[config.mk]
export PLATFORM = sky130hd
export DESIGN_NAME = uart_rx_framer
export DESIGN_NICKNAME = d
export VERILOG_FILES = /design/src/rtl/uart_rx_framer.sv
export SDC_FILE = /design/constraint.sdc
export NUM_CORES = 1
export LEC_CHECK = 0
export ABC_AREA = 1
export CORE_MARGIN = 3
export CORE_UTILIZATION = 50
export CTS_BUF_LIST = sky130_fd_sc_hd__clkbuf_16
export DETAILED_ROUTE_END_ITERATION = 12
export PLACE_DENSITY = 0.83
export SLEW_MARGIN = 20
export SYNTH_ARGS = -nofsm -noshare
export SYNTH_HDL_FRONTEND = slang
export SYNTH_SLANG_ARGS = --single-unit
export TNS_END_PERCENT = 30
[constraint.sdc]
create_clock -name aclk -period 3.31 [get_ports aclk]
set_clock_uncertainty 0.2 [all_clocks]
set_input_delay 0.662 -clock aclk [delete_from_list [all_inputs] [get_ports aclk]]
set_output_delay 0.662 -clock aclk [all_outputs]
set_load 0.01 [all_outputs]
[src/rtl/uart_rx_framer.sv]
// uart_rx_framer: turns the UART receiver's unframed byte stream into
// AXI-Stream packets. A packet closes on a delimiter byte, on MAX_LEN bytes,
// or after a programmable idle timeout. One byte is held back so the final
// byte can carry tlast without an empty beat.
module uart_rx_framer #(
    parameter int WORD_SIZE = 8,
    parameter int MAX_LEN   = 256
) (
    input  logic                 aclk,
    input  logic                 aresetn,
    input  logic [WORD_SIZE-1:0] s_axis_tdata,
    input  logic                 s_axis_tuser,
    input  logic                 s_axis_tvalid,
    output logic                 s_axis_tready,
    output logic [WORD_SIZE-1:0] m_axis_tdata,
    output logic [1:0]           m_axis_tuser,
    output logic                 m_axis_tlast,
    output logic                 m_axis_tvalid,
    input  logic                 m_axis_tready,
    input  logic [23:0]          timeout_config,
    input  logic                 delim_en,
    input  logic [WORD_SIZE-1:0] delim,
    output logic                 timeout_flush
);

    localparam int LW = $clog2(MAX_LEN + 1);

    typedef enum logic {S_IDLE, S_HOLD} state_t;

    state_t                state_q, state_d;
    logic [WORD_SIZE-1:0]  hold_data_q, hold_data_d;
    logic                  hold_err_q, hold_err_d;
    logic                  hold_last_q, hold_last_d;
    logic [WORD_SIZE-1:0]  out_data_q, out_data_d;
    logic [1:0]            out_user_q, out_user_d;
    logic                  out_last_q, out_last_d;
    logic                  out_valid_q, out_valid_d;
    logic [LW-1:0]         len_q, len_d;
    logic                  err_acc_q, err_acc_d;
    logic [23:0]           idle_cnt_q, idle_cnt_d;
    logic [23:0]           tmo_q, tmo_d;
    logic                  delim_en_q, delim_en_d;
    logic [WORD_SIZE-1:0]  delim_q, delim_d;
    logic                  tflush_q, tflush_d;

    logic                  hold_v, out_free, s_rdy, accept;
    logic                  cfg_den, dmatch, tmo_thr, flush;
    logic [WORD_SIZE-1:0]  cfg_dlm;

    // Handshake, delimiter match and flush qualifiers
    always_comb begin
        hold_v   = (state_q == S_HOLD);
        out_free = ~out_valid_q | m_axis_tready;
        // A terminal byte in hold blocks intake until it is flushed; reset
        // also masks ready so upstream never sees it high while held.
        s_rdy    = aresetn & out_free & ~(hold_v & hold_last_q);
        accept   = s_axis_tvalid & s_rdy;
        // Config is still transparent in S_IDLE, so the first byte of a
        // packet is matched against the live delimiter being latched.
        cfg_den  = hold_v ? delim_en_q : delim_en;
        cfg_dlm  = hold_v ? delim_q    : delim;
        dmatch   = cfg_den & (s_axis_tdata == cfg_dlm);
        tmo_thr  = hold_v & ~hold_last_q & (tmo_q != 24'd0) &
                   (idle_cnt_q == tmo_q - 24'd1);
        // An accept on the threshold cycle takes priority over the timeout.
        flush    = hold_v & out_free & (hold_last_q | (tmo_thr & ~accept));
    end

    // Next-state, hold/output datapath and counters
    always_comb begin
        state_d     = state_q;
        hold_data_d = hold_data_q;
        hold_err_d  = hold_err_q;
        hold_last_d = hold_last_q;
        out_data_d  = out_data_q;
        out_user_d  = out_user_q;
        out_last_d  = out_last_q;
        out_valid_d = out_valid_q & ~m_axis_tready;
        len_d       = len_q;
        err_acc_d   = err_acc_q;
        idle_cnt_d  = idle_cnt_q;
        tmo_d       = tmo_q;
        delim_en_d  = delim_en_q;
        delim_d     = delim_q;
        tflush_d    = 1'b0;
        case (state_q)
            S_IDLE: begin
                tmo_d      = timeout_config;
                delim_en_d = delim_en;
                delim_d    = delim;
                if (accept) begin
                    hold_data_d = s_axis_tdata;
                    hold_err_d  = s_axis_tuser;
                    hold_last_d = dmatch | (MAX_LEN == 1);
                    len_d       = LW'(1);
                    idle_cnt_d  = 24'd0;
                    state_d     = S_HOLD;
                end
            end
            S_HOLD: begin
                if (accept) begin
                    out_data_d  = hold_data_q;
                    out_user_d  = {1'b0, hold_err_q};
                    out_last_d  = 1'b0;
                    out_valid_d = 1'b1;
                    err_acc_d   = err_acc_q | hold_err_q;
                    hold_data_d = s_axis_tdata;
                    hold_err_d  = s_axis_tuser;
                    hold_last_d = dmatch | (len_q + LW'(1) == LW'(MAX_LEN));
                    len_d       = len_q + LW'(1);
                    idle_cnt_d  = 24'd0;
                end else if (flush) begin
                    out_data_d  = hold_data_q;
                    out_user_d  = {err_acc_q | hold_err_q, hold_err_q};
                    out_last_d  = 1'b1;
                    out_valid_d = 1'b1;
                    len_d       = '0;
                    err_acc_d   = 1'b0;
                    idle_cnt_d  = 24'd0;
                    tflush_d    = ~hold_last_q;
                    state_d     = S_IDLE;
                end else if (idle_cnt_q != tmo_q - 24'd1) begin
                    idle_cnt_d  = idle_cnt_q + 24'd1;
                end
            end
            default: state_d = S_IDLE;
        endcase
    end

    // State register with synchronous active-low reset
    always_ff @(posedge aclk) begin
        if (!aresetn) begin
            state_q     <= S_IDLE;
            hold_data_q <= '0;
            hold_err_q  <= 1'b0;
            hold_last_q <= 1'b0;
            out_data_q  <= '0;
            out_user_q  <= 2'b00;
            out_last_q  <= 1'b0;
            out_valid_q <= 1'b0;
            len_q       <= '0;
            err_acc_q   <= 1'b0;
            idle_cnt_q  <= 24'd0;
            tmo_q       <= 24'd0;
            delim_en_q  <= 1'b0;
            delim_q     <= '0;
            tflush_q    <= 1'b0;
        end else begin
            state_q     <= state_d;
            hold_data_q <= hold_data_d;
            hold_err_q  <= hold_err_d;
            hold_last_q <= hold_last_d;
            out_data_q  <= out_data_d;
            out_user_q  <= out_user_d;
            out_last_q  <= out_last_d;
            out_valid_q <= out_valid_d;
            len_q       <= len_d;
            err_acc_q   <= err_acc_d;
            idle_cnt_q  <= idle_cnt_d;
            tmo_q       <= tmo_d;
            delim_en_q  <= delim_en_d;
            delim_q     <= delim_d;
            tflush_q    <= tflush_d;
        end
    end

    assign s_axis_tready = s_rdy;
    assign m_axis_tdata  = out_data_q;
    assign m_axis_tuser  = out_user_q;
    assign m_axis_tlast  = out_last_q;
    assign m_axis_tvalid = out_valid_q;
    assign timeout_flush = tflush_q;

endmodule

==> qor.yml <==
yosys:
  synth_edf_count: 0
  synthTopCellsByCount: "nand2_1 (159), nor2_1 (126), dfxtp_1 (91)"
  ys_ff_latch: 91
  syn_nets: 806
  synthFlopType: "dfxtp_1"
  yosys_warnings: 0
  synth_top_area_share_pct: 35.5
  yosys.area.top_type: "dfxtp_1"
  synth.most_common_cell: "nand2_1"
  yosysSeqAreaShare_pct: 35.5
  synth_cell_type_count: 40
  synthArstFlopShare_pct: 0
  netlist_top_cells_area: "dfxtp_1 (36%), nand2_1 (12%), nor2_1 (9.2%)"
  netlist_instances: 755
  synth_area_um2: 5130
  synth_area_per_cell_um2: 6.80
layout:
  utilization_pct: 61.9
  areaGrowthSynthToFinish_pct: 19.0
  design_area_um2: 6110
  n_antenna_cell: 0
  nets: 855
  drive_gt1_share_pct: 7.17
  n_fill_cell: 876
clock_network:
  cts-root-buf: "clkbuf_16"
  clk_latency_ns: 0.34
  cts_buffers: 9
  clk_pin_slew_worst_paths_ns: 0.08
  clk_path_buf_depth: 2
  cts_setup_buffers: 0
  cts_tree: "built"
  cts_resized: 0
  hold_buffers: 0
  cts.sinks: 91
  htreeDepth: 3
place:
  pre_cts_slack_ns: 0.251
  io_buffers: 59
  place_congestion: 0.903
  dp_hpwl_um: 8910
  place_area_um2: 5800
timing:
  rsz0062_at_grt: "no"
  setup_slack_ns: 0.248
  relSlewSlack_pct: 43.7
  fmax_ghz: 0.327
  fin_crit_sh_pct: 92.5
  period_minus_slack_ns: 3.06
  finalSetupTns_ns: 0
  max_slew.worst_pin.slew_ns: 0.843
  setup_violations: 0
  finalMaxSlewViolations: 0
  hold_viol_final: 0
global_routing:
  grt_pass1_vias: 4648
  grt_pass1_wl_um: 21400
  grt_overflow_total: 0
  grt_use_total_pct: 22.8
  antenna_found_initial: 0
  grt_max_degree: 45
power_and_ir_drop:
  p_per_area_nw_per_um2: 439
  vdd_drop_max_mv: 0.316
  leakagePower_uw: 0.00264
run_status:
  status: "finished clean"
die:
  fp.dieArea_um2: 11500
  dieWidth_um: 107
  ios: 60
  die_y_um: 107
  start_util_pct: 52.0
  rows: 36
  core_um2: 9860
setup_path:
  cp.required_ns: 2.45
  end_kind: "primary output"
  start_kind: "primary input"
  rr_worst_depth: 17
  crit_path_max_fanout: 2
  cp.arrival_ns: 2.20
  critPathKind: "in -> out"
route:
  wl_per_cell_um: 13.3
  drc_errors: 0
  routed-wl-met2_um: 5950
  met1_length_um: 5480
  viasPerCell: 5.25
  wl_um: 12500
  vias: 4948
  drt-pass1-iter-count: 5
  drt_iter0_drc: 296
  ant_nets: 0
  met3_length_um: 806
  highest_layer: "met4"
min_path:
  worstHoldPathCells: 2
  hp-class: "reg -> reg"
job:
  maxCapViolCount: 0
## metrics by stage
stage / hold slack [ns] / total power (µW) / cells
5_1_grt: 0.292 / 2810 / 942
3_5_place_dp: 0.256 / 1660 / 926
6_report: 0.271 / 2680 / 942
3_3_place_gp: 0.259 / 1650 / 926
2_1_floorplan: 0.246 / 1520 / 755
4_1_cts: 0.269 / 2690 / 942
## cells in the final DEF, fill, tap and decap left out, types with 11 or more instances in the layout
cell / n
a21oi_1: 38
clkdlybuf4s50_1: 59
dfxtp_1: 90
inv_1: 72
nand2_1: 159
nand3_1: 45
nand4_1: 27
nor2_1: 126
nor3_1: 13
o21ai_0: 39
o21ai_1: 11
xor2_1: 32
## layout make-up
cell class              count  area, µm²  area share [%]
multi-input cells         560       2870            47.1
flip-flops and latches     91       1820            29.9
repair buffers             68        658            10.8
inverters                  74        278            4.55
clock buffers               9        225            3.69
well taps                 133        166            2.72
clock inverters             7       82.6            1.35
## logic make-up after synthesis
group	share of synthesized area [%]
simple gates	36.0
buf+inv	8.49
compound gates	10.1
flops	35.5
xor+xnor	7.27
mux	1.37
fa+ha+maj	1.22
## registers in the layout (all words and copies together), names as in the netlist
| signal | cells |
|---|---|
| delim_q | 8 |
| m_axis_tlast | 1 |
| m_axis_tuser | 2 |
| err_acc_q | 1 |
| hold_last_q | 1 |
| m_axis_tvalid | 1 |
| tmo_q | 24 |
| idle_cnt_q | 24 |
| hold_v | 1 |
| len_q | 9 |
| delim_en_q | 1 |
| hold_data_q | 8 |
| hold_err_q | 1 |
| m_axis_tdata | 8 |
| timeout_flush | 1 |
## worst paths after layout
path	from	end	slack, ns
worst min-delay path	hold_data_q[5]	hold_data_q[5]	0.27
worst min register to register	hold_data_q[5]	hold_data_q[5]	0.27
worst max register to register	tmo_q[0]	idle_cnt_q[23]	0.37
worst max-delay path	aresetn	s_axis_tready	0.25
## report_power, final
part | total, µW | internal [µW] | switching [µW]
Clock | 1040 | 541 | 498
Combinational | 437 | 185 | 252
Sequential | 1200 | 1150 | 56.4
## routing by layer
layer  global-route usage (%)  vias up
li1                         -     2531
met4                     7.21        0
met3                     4.38       24
met5                        0        -
met1                     29.4     2224
met2                     38.3      169
## worst max-delay path, cell delays in order
cell and delay (ns):
clkdlybuf4s50_1 0.47, inv_1 0.08, a211oi_1 0.37, clkdlybuf4s50_1 0.62
Note: power is estimated with default switching activity, not from simulation.
==> variant 1 (same settings) <==
Reset style: asynchronous (`aresetn`), changed in one clocked block. Comments in the files are not updated.
--- a/src/rtl/uart_rx_framer.sv
+++ b/src/rtl/uart_rx_framer.sv
@@ -128,7 +128,7 @@
     end
 
     // State register with synchronous active-low reset
-    always_ff @(posedge aclk) begin
+    always_ff @(posedge aclk or negedge aresetn) begin
         if (!aresetn) begin
             state_q     <= S_IDLE;
             hold_data_q <= '0;
Formal check against the unedited RTL: differs if aresetn is asserted again (counterexample within 4 cycles, from zero or initial values and one cycle with aresetn low); with aresetn held inactive, the same outputs for 10 cycles.
==> variant 1 against the unedited design <==
Cell count grew 1.1%; routed wire length grew 6.4%; sequential cell count is the same; critical endpoint is now idle_cnt_q[0]; setup slack lost 15 ps; sequential share of layout area grew 5.5 points; maximum frequency shrank 0.49%; register-to-register slack lost 140 ps; largest cell class unchanged; cell area grew 5.5%; synthesized area grew 6.0%.
Power is not compared: it rests on default switching activity, and its combinational part moved more than twofold at a synthesized area within 25%.
==> variant 1: results (changes against the unedited design) <==
* Initial antenna violation count at 0 (unchanged)
* RePlAce Congestion at 0.9468 (was 0.9034)
* GR Util met2 at 38.73% (was 38.34%)
* CP Launch Type: flop (was input pin)
* Global Route met1 Usage at 31.32% (was 29.37%)
* Hold crit path type: input pin to async pin (was flop to flop)
* Critical path capture point type: flop (was primary output)
* Top cells by area, synth: dfrtp_1 (42%), nand2_1 (19%), inv_1 (5.8%) (was dfxtp_1 (36%), nand2_1 (12%), nor2_1 (9.2%))
* Tightest Pin Transition at 686.0 ps (was 843.1 ps)
* Largest regs: idle_cnt_q (24), tmo_q (24), len_q (9) (unchanged)
* Final net count at 862 (was 855)
* Register area share after synthesis at 41.87% (was 35.50%)
* Reg clk slew, reported paths at 70 ps
* FF-to-FF Start: tmo_q[0] (unchanged)
* DRT iter0 DRCs at 347 (was 296)
* Post-synth cell types at 34 (was 40)
* Layout cells sized above 1 at 5.882% (was 7.169%)
* Clock Path Buffers at 2 (unchanged)
* Run status: completed (unchanged)
* Number of global-route vias before repair at 4776 (was 4648)
* Gr usage total at 23.15% (was 22.76%)
* FF-to-FF End: idle_cnt_q[0] (was idle_cnt_q[23])
* Reg2reg setup slack at 230 ps (was 370 ps)
* Worst vdd ir at 535.0 uV
* N_diodes at 0 (unchanged)
* Slowest stage delay, CP at 390 ps (was 620 ps)
* Vias at 4975 (was 4948)
* Fill cells at 939 (was 876)
* Reg2Reg Depth at 19 (was 17)
* First-pass detailed-route iteration total at 5 (unchanged)
* Crit-path slowest cell: dfrtp_1 (was clkdlybuf4s50_1)
* Largest net degree at the start of global routing at 49 (was 45)
* DP HPWL at 9.536 mm (was 8.909 mm)
* Post-synth top cells: nand2_1 (274), dfrtp_1 (91), inv_1 (84) (was nand2_1 (159), nor2_1 (126), dfxtp_1 (91))
* WL per Instance at 13.95 um (was 13.26 um)
* First-pass GRT wire length at 22.29 mm (was 21.42 mm)
* Crit Path Max Fanout at 24 (was 2)
* Main synth FF type: dfrtp_1 (was dfxtp_1)
* Met3 GRT Util at 4.776% (was 4.379%)
* CP arrival at 3110 ps (was 2200 ps)
* Ys async rst share at 100.0% (was 0%)
* Top delay family on crit path: simple AND/OR/NAND/NOR gates (was buffers and inverters)
* Synthesized net count at 810 (was 806)
## variant 1: kinds of logic (layout without fill, tap and decap cells)
group           after synthesis  count (layout)  share of synthesized area (%)
mux                           1               1                         0.1840
simple gates                449             449                          35.75
compound gates               49              49                          4.762
flops                        91              91                          41.87
xor+xnor                     48              48                          7.729
buf+inv                     116             173                          8.558
fa+ha+maj                     5               5                          1.150
## variant 1: layout make-up
cell class | instances | area, um2 | area share, %
multi-input combinational | 552 | 2709 | 42.03
sequential | 91 | 2277 | 35.33
timing repair buffer | 69 | 663.1 | 10.29
inverter | 88 | 330.3 | 5.125
clock buffer | 9 | 225.2 | 3.494
tap | 136 | 170.2 | 2.640
clock inverter | 7 | 70.07 | 1.087
## variant 1: repair_timing
item / in CTS / in global routing
setup buffers: 0 / 0
setup endpoints to repair: 0 / 28
resized for setup: 0 / 3
## variant 1: power by group
group	switching (W)	internal [W]	total, W
Combinational	0.00129	0.000754	0.00204
Sequential	0.000345	0.00148	0.00182
Clock	0.000491	0.000534	0.00102
Total	0.00213	0.00276	0.00489
## variant 1: stage by stage
step	instance area (um2)	hold WS, ps	worst slack (ps)	TNS (ps)	cells
6_report	6445	253.7	232.5	0	952
5_1_grt	6445	287.2	13.08	0	952
4_1_cts	6432	271.9	106.7	0	952
3_5_place_dp	6137	263.8	-84.28	-1150	936
3_3_place_gp	6137	254.0	29.07	0	936
2_1_floorplan	5439	166.4	846.3	0	759
## variant 1: metal layers
layer	part of all wire (%)	wire (um)
met4	1.0	137
met3	5.7	760
met2	47	6271
met5	0	0
met1	46	6113
==> variant 2 (same settings) <==
Without the edit above. The parameter `WORD_SIZE` goes from 8 to 16.
--- a/src/rtl/uart_rx_framer.sv
+++ b/src/rtl/uart_rx_framer.sv
@@ -3,7 +3,7 @@
 // or after a programmable idle timeout. One byte is held back so the final
 // byte can carry tlast without an empty beat.
 module uart_rx_framer #(
-    parameter int WORD_SIZE = 8,
+    parameter int WORD_SIZE = 16,
     parameter int MAX_LEN   = 256
 ) (
     input  logic                 aclk,
Interface: changed (resized delim, m_axis_tdata and s_axis_tdata); port bits go from 60 to 84. No check against the original RTL was run, so the function may have changed too.
==> variant 2 against the unedited design <==
Routed wire length up 23%; cell area up 23%; total power up 53%; core utilization up 3.0 points; sequential cell count up 24; setup slack better by 110 ps; first-iteration DRC count up 5.1%; synthesized area up 17%; critical path type unchanged; highest routed layer unchanged.
==> variant 2: results (changes against the unedited design) <==
* Run status: completed (unchanged)
* IO Port Bufs at 83 (was 59)
* FF-to-FF End: m_axis_tdata[7] (was idle_cnt_q[23])
* Worst Hold End: len_q[8] (was hold_data_q[5])
* Initial core utilization at 51.85% (was 52.02%)
* Register area share after synthesis at 38.23% (was 35.50%)
* Reg clk slew, reported paths at 50 ps (was 80 ps)
* Syn_area_per_cell at 6.882 um2 (was 6.796 um2)
* Max_slew headroom at 65.01% (was 43.73%)
* Gr usage total at 24.63% (was 22.76%)
* Largest net degree at the start of global routing at 51 (was 45)
* Worst vdd ir at 372.4 uV (was 316.1 uV)
* Largest regs: idle_cnt_q (24), tmo_q (24) (was idle_cnt_q (24), tmo_q (24), len_q (9))
* Pre-CTS setup slack at 345.6 ps (was 251.3 ps)
* Post-synth cell types at 39 (was 40)
* WHS at 257.9 ps (was 270.7 ps)
* Post-Place Cell Area at 6942 um2 (was 5799 um2)
* Number of buffers created by CTS at 17 (was 9)
* CTS H-tree depth at 4 (was 3)
* Worst-Skew Late Latency at 420 ps (was 340 ps)
* Synthesized net count at 942 (was 806)
* Fill cells at 1019 (was 876)
* Layout cells sized above 1 at 7.748% (was 7.169%)
* Top cells by area, synth: dfxtp_1 (38%), nand2_1 (13%), nor2_1 (11%) (was dfxtp_1 (36%), nand2_1 (12%), nor2_1 (9.2%))
* WL per Instance at 13.79 um (was 13.26 um)
* Leak Pwr at 3.255 nW (was 2.639 nW)
==> variant 2: cell types whose count changed after synthesis, sizes merged, moves of 3 or more <==
cell,change
nor2,+50
nand2,+48
dfxtp,+24
o21ai,+17
nand3,-16
xnor2,+14
nand4,-12
mux2i,+8
inv,-7
xor2,-4
clkbuf,+3
o22ai,-3
==> variant 2: layer usage <==
| layer | GRT usage (%) | up-vias | routed length, um |
|---|---|---|---|
| met4 | 10.44 | 0 | 297 |
| li1 | - | 2953 | - |
| met3 | 6.841 | 34 | 1060 |
| met1 | 28.11 | 2581 | 6423 |
| met2 | 43.29 | 190 | 7538 |
| met5 | 0 | - | 0 |
==> variant 2: worst max-delay path: stages <==
cell and delay (ps):
clkdlybuf4s50_1 520, inv_2 50, a211oi_2 250, clkdlybuf4s50_1 610
==> variant 2: worst max-delay path by stage <==
stage                         from          endpoint  slack, ps  cells past startpoint
after floorplan           tmo_q[0]  m_axis_tdata[10]        800                     18
after global placement     aresetn     s_axis_tready        390                      4
after detailed placement   aresetn  m_axis_tdata[10]        350                     13
after CTS                  aresetn     s_axis_tready        360                      4
after global routing      tmo_q[1]    idle_cnt_q[13]         -6                     16
final                      aresetn     s_axis_tready        360                      4
==> variant 2: area by class of cell <==
| cell class | count | area [um2] | area share, % |
|---|---|---|---|
| clock buffers | 17 | 425.4 | 5.642 |
| clock inverters | 14 | 172.7 | 2.290 |
| inverters | 67 | 254.0 | 3.369 |
| multi-input cells | 658 | 3269 | 43.36 |
| flip-flops and latches | 115 | 2303 | 30.55 |
| well taps | 143 | 178.9 | 2.373 |
| repair buffers | 97 | 935.9 | 12.41 |
==> variant 2: report_power, final <==
part | internal [W] | leakage, nW | switching, W | total (W)
registers | 0.00148 | 0.946 | 0.0000998 | 0.00158
logic | 0.000282 | 2.01 | 0.000366 | 0.000647
clock network | 0.00124 | 0.297 | 0.000629 | 0.00186
total | 0.00299 | 3.26 | 0.00109 | 0.00409
==> variant 2: logic make-up after synthesis <==
logic type / count (synthesis) / synth area share, %
AOI/OAI and AO/OA: 115 / 10.04
adders and majority gates: 5 / 1.039
xor gates and xnor gates: 50 / 7.272
and+or+nand+nor: 473 / 33.45
DFF: 115 / 38.23
buffers and inverters: 102 / 7.480
muxes: 15 / 2.493
==> variant 2: through the flow <==
step	TNS (ps)	power [W]
3_5_place_dp	0	0.002236
3_3_place_gp	0	0.002221
6_report	0	0.004089
4_1_cts	0	0.004106
2_1_floorplan	0	0.002024
5_1_grt	-5.585	0.004280
==> variant 2: what timing repair did <==
item	4_1_cts	5_1_grt
setup buffers	0	0
hold buffers	0	0
endpoints found under the setup margin	0	1
